[config.mk]
export PLATFORM = sky130hd
export DESIGN_NAME = fila_arbiter
export DESIGN_NICKNAME = d
export VERILOG_FILES = /design/src/rtl/fila_arbiter.sv
export SDC_FILE = /design/constraint.sdc
export NUM_CORES = 1
export LEC_CHECK = 0
export CORE_MARGIN = 1.5
export CORE_UTILIZATION = 42
export DETAILED_ROUTE_END_ITERATION = 6
export GPL_TIMING_DRIVEN = 1
export PLACE_DENSITY = 0.79
export SYNTH_ARGS = -nofsm -noshare
export SYNTH_HDL_FRONTEND = slang
export SYNTH_SLANG_ARGS = --single-unit
[constraint.sdc]
create_clock -name clk_10KHz -period 2.5 [get_ports clk_10KHz]
set_clock_uncertainty 0.05 [all_clocks]
set_input_delay 0.5 -clock clk_10KHz [delete_from_list [all_inputs] [get_ports clk_10KHz]]
set_output_delay 0.5 -clock clk_10KHz [all_outputs]
set_load 0.05 [all_outputs]
[src/rtl/fila_arbiter.sv]
// Arbiter and sequencer for the shared fila queue: two producers, one consumer,
// one queue operation at a time, with a local occupancy count guarding full/empty.
module fila_arbiter #(
    parameter int DEPTH = 8,
    parameter int DW    = 8,
    parameter int CW    = 4
) (
    input  logic          clk_10KHz,
    input  logic          reset,
    input  logic          p0_req,
    input  logic [DW-1:0] p0_data,
    output logic          p0_ack,
    input  logic          p1_req,
    input  logic [DW-1:0] p1_data,
    output logic          p1_ack,
    input  logic          c_req,
    output logic          c_ack,
    output logic [DW-1:0] c_data,
    output logic [DW-1:0] q_data_in,
    output logic          q_enqueue,
    output logic          q_dequeue,
    input  logic [DW-1:0] q_data_out,
    output logic [CW-1:0] count,
    output logic          full,
    output logic          empty
);

    typedef enum logic [1:0] {IDLE, ENQ, DEQ, RESP} state_t;

    localparam logic [CW-1:0] FULL_COUNT = CW'(DEPTH);

    state_t        state, next_state;
    logic          rr;
    logic          last_deq;
    logic          grant_p1;
    logic [DW-1:0] enq_data_r;
    logic [DW-1:0] c_data_r;
    logic [CW-1:0] count_r;
    logic          enq_ok, deq_ok, do_deq, do_enq, pick_p1;

    assign full      = (count_r == FULL_COUNT);
    assign empty     = (count_r == '0);
    assign count     = count_r;
    assign c_data    = c_data_r;
    assign q_data_in = enq_data_r;

    // On a tie the op type alternates; last_deq also records the op in flight.
    assign enq_ok  = (p0_req | p1_req) & ~full;
    assign deq_ok  = c_req & ~empty;
    assign do_deq  = deq_ok & (~enq_ok | ~last_deq);
    assign do_enq  = enq_ok & ~do_deq;
    assign pick_p1 = p1_req & (~p0_req | rr);

    always_ff @(posedge clk_10KHz or posedge reset) begin
        if (reset) begin
            state <= IDLE;
        end else begin
            state <= next_state;
        end
    end

    always_comb begin
        next_state = state;
        case (state)
            IDLE: begin
                if (do_deq) begin
                    next_state = DEQ;
                end else if (do_enq) begin
                    next_state = ENQ;
                end
            end
            ENQ:     next_state = RESP;
            DEQ:     next_state = RESP;
            RESP:    next_state = IDLE;
            default: next_state = IDLE;
        endcase
    end

    always_comb begin
        q_enqueue = 1'b0;
        q_dequeue = 1'b0;
        p0_ack    = 1'b0;
        p1_ack    = 1'b0;
        c_ack     = 1'b0;
        case (state)
            ENQ:  q_enqueue = 1'b1;
            DEQ:  q_dequeue = 1'b1;
            RESP: begin
                c_ack  = last_deq;
                p0_ack = ~last_deq & ~grant_p1;
                p1_ack = ~last_deq & grant_p1;
            end
            default: ;
        endcase
    end

    // The head is sampled in DEQ, before the pop takes effect in the queue.
    always_ff @(posedge clk_10KHz or posedge reset) begin
        if (reset) begin
            rr         <= 1'b0;
            last_deq   <= 1'b0;
            grant_p1   <= 1'b0;
            enq_data_r <= '0;
            c_data_r   <= '0;
            count_r    <= '0;
        end else begin
            case (state)
                IDLE: begin
                    if (do_deq) begin
                        last_deq <= 1'b1;
                    end else if (do_enq) begin
                        last_deq   <= 1'b0;
                        grant_p1   <= pick_p1;
                        rr         <= ~pick_p1;
                        enq_data_r <= pick_p1 ? p1_data : p0_data;
                    end
                end
                ENQ: count_r <= count_r + CW'(1);
                DEQ: begin
                    c_data_r <= q_data_out;
                    count_r  <= count_r - CW'(1);
                end
                default: ;
            endcase
        end
    end

endmodule
### Word level (Yosys, flattened, before mapping)

Cells that the tools add are included.

| operators by class | value |
|---|---|
| $add $sub $neg | 2 |
| reduce and logical (&&, ||, !) cells | 7 |
| mux-type cells | 12 |
| equal/unequal tests | 5 |
| bitwise operators | 18 |

Operators with widths:

| kind | number |
|---|---|
| 8-bit two-way mux | 1 |
| 1-bit NOT | 8 |
| 4-bit case mux with 2 select lines | 1 |
| 1-bit bitwise AND | 7 |
| 1-bit two-way mux | 7 |
| 2-bit case mux with 3 select lines | 1 |
| 4-bit by 1-bit adder with 4-bit output (second input constant) | 1 |
| 2-bit == test (second input constant) | 2 |
| 4-bit == test (second input constant) | 1 |
| 4-bit logical NOT | 1 |
| 2-bit two-way mux | 2 |
| 2-bit nonzero test | 2 |
| 4-bit by 1-bit subtractor with 4-bit output (second input constant) | 1 |
| 3-bit inequality test (second input constant) | 1 |
| 1-bit OR | 3 |
| 3-bit AND reduction | 1 |
| 2-bit by 1-bit == test with 1-bit output (second input constant) | 1 |
| 2-bit logical NOT | 1 |
| 2-bit AND reduction | 1 |
| 2-bit OR reduction | 1 |

| storage, ports and cells | value |
|---|---|
| register bits after elaboration | 25 |
| bits of input ports | 29 |
| output and inout bits | 27 |
| word-level logic and storage cells | 51 |

### Longest topological paths before layout

Gate-level depths: netlist of the first run.

| depth | value |
|---|---|
| depth in word-level cells | 11 |
| gate-level depth with buffers | 8 |
| depth with buffers taken out | 8 |

### Worst setup path after synthesis of the first run

OpenSTA, ideal clock, no wires.

| timing path | value |
|---|---|
| kind | register to output |
| start point | register count_r[1], in the netlist count[1] |
| end point | output empty |
| arrival | 2.276 ns |
| buffers on the path | 1 |
| cell stages (with the launch flop) | 3 |
| slack | -0.326 ns |
| data required time | 1.950 ns |
| cell sequence | dfrtp_1 > buf_6 > nor4_1 |

| on the way | value |
|---|---|
| longest elaborated chain between the ends | 1 |

Ends and longest elaborated chain:

| item | RTL line | source |
|---|---|---|
| start, declared | 38 | `logic [CW-1:0] count_r;` |
| start signal, assigned | 118 | `ENQ: count_r <= count_r + CW'(1);` |
| start signal, assigned | 121 | `count_r <= count_r - CW'(1);` |
| 4-bit logical NOT | 42 | `assign empty = (count_r == '0);` |
| end, declared | 25 | `output logic empty` |

No other way between the ends.

### Final worst setup path of the first run

| timing path | value |
|---|---|
| start point | register state[0] |
| end point | output c_ack |

| on the way | value |
|---|---|
| longest elaborated chain between the ends | 2 |

Ends and longest elaborated chain:

| item | RTL line | source |
|---|---|---|
| start, declared | 32 | `state_t state, next_state;` |
| start signal, assigned | 58 | `state <= next_state;` |
| 2-bit == test | 85 | `case (state)` |
| 1-bit two-way mux | 85 |  |
| end, declared | 17 | `output logic c_ack,` |

No other way between the ends.

==> impl_metrics.toml, run 1 <==
[sta]
drv_slew = 0
finalCriticalPeriod_ns = 2.39
fin_crit_sh_pct = 95.7
fmax_mhz = 418
maxSlewHeadroom_pct = 65.7
setup_tns_ns = 0
hold_violations = 0
rsz0062_at_grt = "no"
tightestPinTransition_ns = 0.513
setup-violations-final = 0

[yosys]
syn_area_sq_mm = 0.00135
synth_edf_count = 0
synth_nets = 147
ys_warn_count = 0
syn_inst = 111
syn_area_per_cell_sq_um = 12.2
async_reset_ff_share_pct = 100
synth_common_cells = "dfrtp_1, mux2_2, nand2_1, o21ai_0, mux2i_1"
yosysSeqAreaShare_pct = 46.4
ys.flop_type = "dfrtp_1"
yosys.area.top_type = "dfrtp_1"
yosysUniqueCellTypes = 33
yosysMostFrequentCell = "dfrtp_1"
synth_top_area_share_pct = 46.4
ys_ff_latch = 25
synthTopCellsByArea = "dfrtp_1, mux2_2, ha_1"

[power]
p_leak_nw = 0.892
peakVddDrop_mv = 0.769
power_density_mw_per_mm2 = 1470
finalPower_mw = 2.91

[worst_setup_path]
cpMaxStageDelayCell = "clkdlybuf4s50_1"
critical_path.max_fanout = 4
path_cells = "ha_1 > and2_1 > clkdlybuf4s50_1"
worstSetupStartpointType = "flip-flop"
critPathArrivalTime_ns = 1.84
critPathTopFamily = "buffers and inverters"
cp-end-kind = "output pin"
required_ns = 1.95
path_buf_inv = 1
slowest_delay_ns = 0.79
path_class = "flip-flop to output pin"

[final_layout]
final_nets = 205
drive_gt1_share_pct = 16.7
regArea_sq_um = 626
multi_input_area_sq_um = 662
area_delta_synth_final_pct = 46.4
post-route-util_pct = 64.7
fin_area_sq_mm = 0.00197
fillers = 249
antenna_cells = 0

[global_route]
grt_start_max_net_pins = 26
grtUsageTotal_pct = 16.8
grt-ovfl-total = 0
antenna_found_initial = 0
grt_first_pass_wirelength_mm = 4.51
grt_pass1_vias = 1011

[cts]
clkTransAtPathRegs_ns = 0.13
hold_buffers = 0
cts_resized = 1
cts-root-buf = "clkbuf_4"
cts_tree = "yes"
cts_setup_buffers = 0
h-tree-depth = 1
max-clock-path-buffers = 2
clk_latency_ns = 0.31
cts_buffers = 3
cts_sinks = 25

[placement]
io_buffers = 55
placed_area_sq_mm = 0.00195
place_congestion = 0.723
post-dp-hpwl_mm = 2.19

[drt]
route.detailed.drc = 0
wl_mm = 2.68
firstDrtPassIters = 4
wl_per_cell_microns = 12.7
drt_iter0_markers = 19
postRouteAntennaNets = 0
wl_met3_microns = 191
top_layer = "met4"
vias = 1028
dr_wl_met2_mm = 1.33
wl_met1_mm = 1.15
via_per_inst = 4.85

[die]
die_h_microns = 59.7
rows = 20
io_pins = 56
coreArea_sq_mm = 0.00305
die-area_sq_mm = 0.00356
start_util_pct = 44.2
die_w_microns = 59.7

[worst_hold_path]
hold_class = "flip-flop to flip-flop"

[flow_run]
drv_cap = 0

[run_status]
outcome = "finished clean"
-- stage by stage --
step	hold slack, ns	setup WS (ns)	cells
2_1_floorplan	0.416	0.215	111
3_3_place_gp	0.412	0.407	208
3_5_place_dp	0.424	0.361	208
4_1_cts	0.453	0.0732	212
6_report	0.449	0.107	212
5_1_grt	0.469	0.000972	212
-- flip-flops by register name (all words and copies together) (netlist names) --
signal	flops
state	2
c_data	8
grant_p1	1
rr	1
last_deq	1
q_data_in	8
count	4
-- tightest hold or removal path, cell delays in order, from the launching register on --
cell and delay, ns:
dfrtp_1 0.37, nand2_1 0.05, o21ai_0 0.06
-- cell families after synthesis --
kind of cell / synth area share, %
xor+xnor: 3.25
flops: 46.4
mux: 13.5
compound gates: 15.2
buf+inv: 5.01
fa+ha+maj: 6.49
simple gates: 10.2
-- layout by cell type (no fill, tap or decap), drive strengths merged, types with 2 or more instances in the layout --
cell type,instances
clkbuf,4
xor2,2
a21oi,2
nor3b,4
a21o,2
clkdlybuf4s50,50
nand2,9
ha,7
dfrtp,25
xnor2,3
mux2,9
mux2i,8
inv,7
o21ai,10
buf,6
-- metal layers --
metal  global-route usage, %  up-vias
met1                    22.4      482
met3                    3.68        2
met5                       0        -
met4                    4.76        0
li1                        -      506
met2                    27.5       38
-- path summary, 6_finish.rpt --
| kind | startpoint | to | slack (ns) | cells past startpoint |
|---|---|---|---|---|
| hold reg to reg | q_data_in[0] | q_data_in[0] | 0.45 | 2 |
| hold / removal | q_data_in[0] | q_data_in[0] | 0.45 | 2 |
| min in group asynchronous | reset | c_data[1] | 0.47 | 3 |
| setup reg to reg | state[0] | count[3] | 0.42 | 5 |
| max in group asynchronous | reset | q_data_in[1] | 1.70 | 3 |
| setup / recovery | state[0] | c_ack | 0.11 | 3 |
-- final cells by class --
type,count,area share (%)
clock buffers,4,1.33
flip-flops and latches,25,31.7
inverters,7,1.33
well taps,44,2.79
repair buffers,58,29.3
multi-input cells,74,33.5
-- where the power goes --
| part | leakage (nW) | switching (mW) | internal [mW] |
|---|---|---|---|
| Sequential | 0.300 | 0.198 | 0.611 |
| Combinational | 0.577 | 1.16 | 0.762 |
| Clock | 0.0150 | 0.115 | 0.0622 |
(Power assumes the default switching activity.)
==> run 2, diff against run 1 <==
- RECOVER_POWER: not set -> 100
==> run 2 against run 1 <==
Against the previous run: total power fell by 3.9%; count of clock-buffer cells in the layout did not move; global-route usage did not move; sequential share of layout area rose by 0.97 points; sequential power fell by 1%; cell count did not move; worst setup slack got worse by 0.0015 ns; design area fell by 3.0%; die area did not move; flip-flop and latch count did not move; critical endpoint unchanged; largest cell class unchanged.
==> impl_metrics.toml, run 2 (same netlist as run 1, synthesis figures left out) <==
[final_layout]
final_common_cell = "clkdlybuf4s50_1"
area_delta_synth_final_pct = 42.0
fillers = 261
layout_common_cells = "clkdlybuf4s50_1, dfrtp_1, dlygate4sd3_1"
drive_gt1_share_pct = 13.7
final_nets = 205
antenna_cells = 0
fin_area_sq_mm = 0.00192

[global_route]
grtUsageTotal_pct = 16.8
grt_first_pass_wirelength_mm = 4.51
grt_start_max_net_pins = 26
grt_pass1_vias = 1011
antenna_found_initial = 0
grt-ovfl-total = 0

[worst_setup_path]
slowest_delay_ns = 0.79
path_class = "flip-flop to output pin"
cpMaxStageDelayCell = "clkdlybuf4s50_1"
critical_path.max_fanout = 4
critPathTopFamily = "buffers and inverters"
required_ns = 1.95
path_cells = "ha_1 > and2_1 > clkdlybuf4s50_1"
critPathArrivalTime_ns = 1.84
cp-end-kind = "output pin"
worstSetupStartpointType = "flip-flop"
path_buf_inv = 1

[cts]
clk_latency_ns = 0.31
cts-root-buf = "clkbuf_4"
cts_tree = "yes"
max-clock-path-buffers = 2
cts_setup_buffers = 0
h-tree-depth = 1
cts_buffers = 3
cts_sinks = 25
clkTransAtPathRegs_ns = 0.13
hold_buffers = 0

[placement]
place_congestion = 0.723
io_buffers = 55
post-dp-hpwl_mm = 2.19
placed_area_sq_mm = 0.00195

[sta]
maxSlewHeadroom_pct = 11.3
rsz0062_at_grt = "no"
fin_crit_sh_pct = 95.8
setup_tns_ns = 0
drv_slew = 0
finalCriticalPeriod_ns = 2.39
hold_violations = 0
setup-violations-final = 0
fmax_mhz = 418
tightestPinTransition_ns = 1.33

[drt]
wl_per_cell_microns = 12.7
vias = 1022
via_per_inst = 4.82
postRouteAntennaNets = 0
wl_mm = 2.68
drt_iter0_markers = 17
route.detailed.drc = 0
firstDrtPassIters = 4

[power]
seqPwrFrac_pct = 28.5
power_switching_mw = 1.46
pwr-share-clk_pct = 6.5
peakVddDrop_mv = 0.744
p_int_mw = 1.34
p_leak_nw = 0.870
power_density_mw_per_mm2 = 1460
p_comb_share_pct = 65.0
p_sw_share_pct = 52.1

[die]
die_h_microns = 59.7
die-area_sq_mm = 0.00356
coreArea_sq_mm = 0.00305
die_w_microns = 59.7
start_util_pct = 44.2
io_pins = 56
rows = 20

[run_status]
outcome = "finished clean"

[flow_run]
drv_cap = 0

[worst_hold_path]
hold_class = "flip-flop to flip-flop"
-- run 2: worst paths after layout --
path / startpoint / end / slack [ns] / cells after the start
max: state[0] / c_ack / 0.11 / 3
min: q_data_in[0] / q_data_in[0] / 0.44 / 2
max reg2reg: count[1] / q_data_in[4] / 0.28 / 4
min reg2reg: q_data_in[0] / q_data_in[0] / 0.44 / 2
max in group asynchronous: reset / last_deq / 0.63 / 3
min in group asynchronous: reset / c_data[1] / 1.00 / 3
-- run 2: area by class of cell --
class                   instances  area (sq um)  share of cell area (%)
multi-input cells              74           641                    33.4
well taps                      44          55.1                    2.87
clock buffers                   4          26.3                    1.37
inverters                       7          26.3                    1.37
repair buffers                 58           542                    28.3
flip-flops and latches         25           626                    32.7
-- run 2: timing repair --
action / in CTS / in global routing
setup endpoints to repair: 1 / 1
hold endpoints to repair: 0 / 0
gates resized for setup: 1 / 1
-- run 2: power by group through the flow --
stage          combinational (mW)  clock, mW  sequential [mW]
6_report                     1.82      0.181            0.797
5_1_grt                      1.93      0.197            0.838
3_3_place_gp                 1.90          0            0.800
2_1_floorplan               0.847          0             1.34
4_1_cts                      1.94      0.182            0.813
3_5_place_dp                 1.94          0            0.820
-- run 2: layer usage --
| layer | share of wire [%] | global-route usage, % | vias to the layer above |
|---|---|---|---|
| met5 | 0 | 0 | - |
| met3 | 7.3 | 3.68 | 2 |
| li1 | - | - | 508 |
| met4 | 0.48 | 4.76 | 0 |
| met1 | 43 | 22.4 | 474 |
| met2 | 49 | 27.5 | 38 |
-- run 2: metrics by stage --
stage / power, mW / util (%) / worst slack (ns) / instances / hold WS [ns]
3_5_place_dp: 2.76 / 63.8 / 0.361 / 208 / 0.424
4_1_cts: 2.93 / 64.6 / 0.0732 / 212 / 0.453
6_report: 2.80 / 62.7 / 0.105 / 212 / 0.442
3_3_place_gp: 2.70 / 63.8 / 0.407 / 208 / 0.412
2_1_floorplan: 2.18 / - / 0.215 / 111 / 0.416
5_1_grt: 2.97 / 62.7 / 0.00150 / 212 / 0.464
-- run 2: tightest hold or removal path, stage by stage (launching register included) --
cell and delay (ns):
dfrtp_1 0.36, nand2_1 0.04, o21ai_0 0.06
==> run 3, diff against run 2 <==
- SETUP_SLACK_MARGIN: not set -> 0.1
==> run 3 against run 2 <==
Against the previous run: die area unchanged; largest power group unchanged; via count rose by 0.29%; total power is 0.18% lower; flip-flop and latch count did not move; cell count stayed put.
==> impl_metrics.toml, run 3 (same netlist as run 1, synthesis figures left out) <==
[run_status]
outcome = "finished clean"

[sta]
tightestPinTransition_ns = 1.33
setup_tns_ns = 0
finalCriticalPeriod_ns = 2.36
setup-violations-final = 0
hold_violations = 0
drv_slew = 0
maxSlewHeadroom_pct = 11.3
rsz0062_at_grt = "no"
fin_crit_sh_pct = 94.3
fmax_mhz = 424

[power]
power_switching_mw = 1.46
p_sw_share_pct = 52.2
seqPwrFrac_pct = 28.5
p_leak_nw = 0.884
p_int_mw = 1.33
p_comb_share_pct = 65.0
power_density_mw_per_mm2 = 1450
peakVddDrop_mv = 0.753
pwr-share-clk_pct = 6.5

[worst_setup_path]
critical_path.max_fanout = 9
cp-end-kind = "output pin"
slowest_delay_ns = 0.92
rr_endpoint = "q_data_in[4]"
critPathArrivalTime_ns = 1.81
required_ns = 1.95
worstSetupStartpointType = "flip-flop"
r2r_slack_ns = 0.29
path_cells = "dlygate4sd3_1"
path_buf_inv = 1
worstRegToRegCells = 4
critPathTopFamily = "buffers and inverters"
cpMaxStageDelayCell = "dlygate4sd3_1"
r2r-start = "count[1]"
path_class = "flip-flop to output pin"

[drt]
postRouteAntennaNets = 0
vias = 1025
firstDrtPassIters = 4
wl_per_cell_microns = 12.7
via_per_inst = 4.83
wl_mm = 2.68
drt_iter0_markers = 18
route.detailed.drc = 0

[global_route]
grt-ovfl-total = 0
busiest_layer = "met2"
grtUsageTotal_pct = 16.8
antenna_found_initial = 0
grt_start_max_net_pins = 26
grt_first_pass_wirelength_mm = 4.51
use_met2_pct = 27.5
grt_pass1_vias = 1011
use_met1_pct = 22.4
grt_use_met3_pct = 3.68

[cts]
cts_buffers = 3
clkTransAtPathRegs_ns = 0.13
cts_sinks = 25
h-tree-depth = 1
cts_setup_buffers = 0
cts_tree = "yes"
cts-root-buf = "clkbuf_4"
max-clock-path-buffers = 2
clk_latency_ns = 0.31

[worst_hold_path]
min-delay-start = "q_data_in[0]"
min_path_cells = 2
hold_class = "flip-flop to flip-flop"
min_to = "q_data_in[0]"

[die]
die-area_sq_mm = 0.00356
die_h_microns = 59.7
die_w_microns = 59.7
coreArea_sq_mm = 0.00305
start_util_pct = 44.2
io_pins = 56
rows = 20

[final_layout]
final_common_cell = "clkdlybuf4s50_1"
drive_gt1_share_pct = 13.7
final_nets = 205
layout_common_cells = "clkdlybuf4s50_1, dfrtp_1, dlygate4sd3_1"
fillers = 260
area_delta_synth_final_pct = 42.9
antenna_cells = 0
post-route-util_pct = 63.1

[placement]
io_buffers = 55
post-dp-hpwl_mm = 2.19
place_congestion = 0.723

[flow_run]
drv_cap = 0
## run 3: cell count changes in the layout (fill, tap and decap cells not counted)
cell,previous run,this run
clkbuf_2,2,1
clkdlybuf4s50_1,30,27
buf_12,0,1
dlygate4sd2_1,1,4
## run 3: worst max path at each step
| stage | from | endpoint | slack, ns | cells past startpoint |
|---|---|---|---|---|
| global route | count[0] | count[0] | 0.07 | 1 |
| global placement | count[1] | empty | 0.41 | 2 |
| floorplan | count[1] | full | 0.21 | 4 |
| CTS | count[1] | count[1] | 0.17 | 1 |
| finish | count[0] | count[0] | 0.14 | 1 |
| detailed placement | count[3] | empty | 0.36 | 2 |
## run 3: cell type report
cell class | count | area [sq um] | share of cell area (%)
clock buffer | 4 | 26.3 | 1.36
inverter | 7 | 26.3 | 1.36
multi-input combinational | 74 | 641 | 33.2
sequential | 25 | 626 | 32.5
tap | 44 | 55.1 | 2.86
timing repair buffer | 58 | 553 | 28.7
## run 3: power by group through the flow
stage	Sequential, mW	Combinational (mW)	Clock, mW
finish	0.795	1.81	0.181
global route	0.839	1.93	0.197
CTS	0.813	1.93	0.182
detailed placement	0.820	1.94	0
global placement	0.800	1.90	0
floorplan	1.34	0.847	0
## run 3: per-stage QoR
stage	power (mW)	area, sq um	std cells	setup slack (ns)	hold slack, ns
floorplan	2.18	1360	111	0.215	0.416
global placement	2.70	1950	208	0.407	0.412
detailed placement	2.76	1950	208	0.361	0.424
CTS	2.92	1970	212	0.173	0.453
global route	2.97	1930	212	0.0713	0.464
finish	2.79	1930	212	0.142	0.442
## run 3: what timing repair did
| action | 4_1_cts | 5_1_grt |
|---|---|---|
| endpoints found under the setup margin | 4 | 1 |
| resized for setup | 4 | 1 |
| hold buffers | 0 | 0 |
## run 3: routing by layer
| layer | routed length [microns] | up-vias | share of wire (%) |
|---|---|---|---|
| met1 | 1160 | 479 | 43 |
| li1 | - | 508 | - |
| met3 | 188 | 2 | 7.0 |
| met2 | 1320 | 36 | 49 |
| met5 | 0 | - | 0 |
| met4 | 13 | 0 | 0.48 |
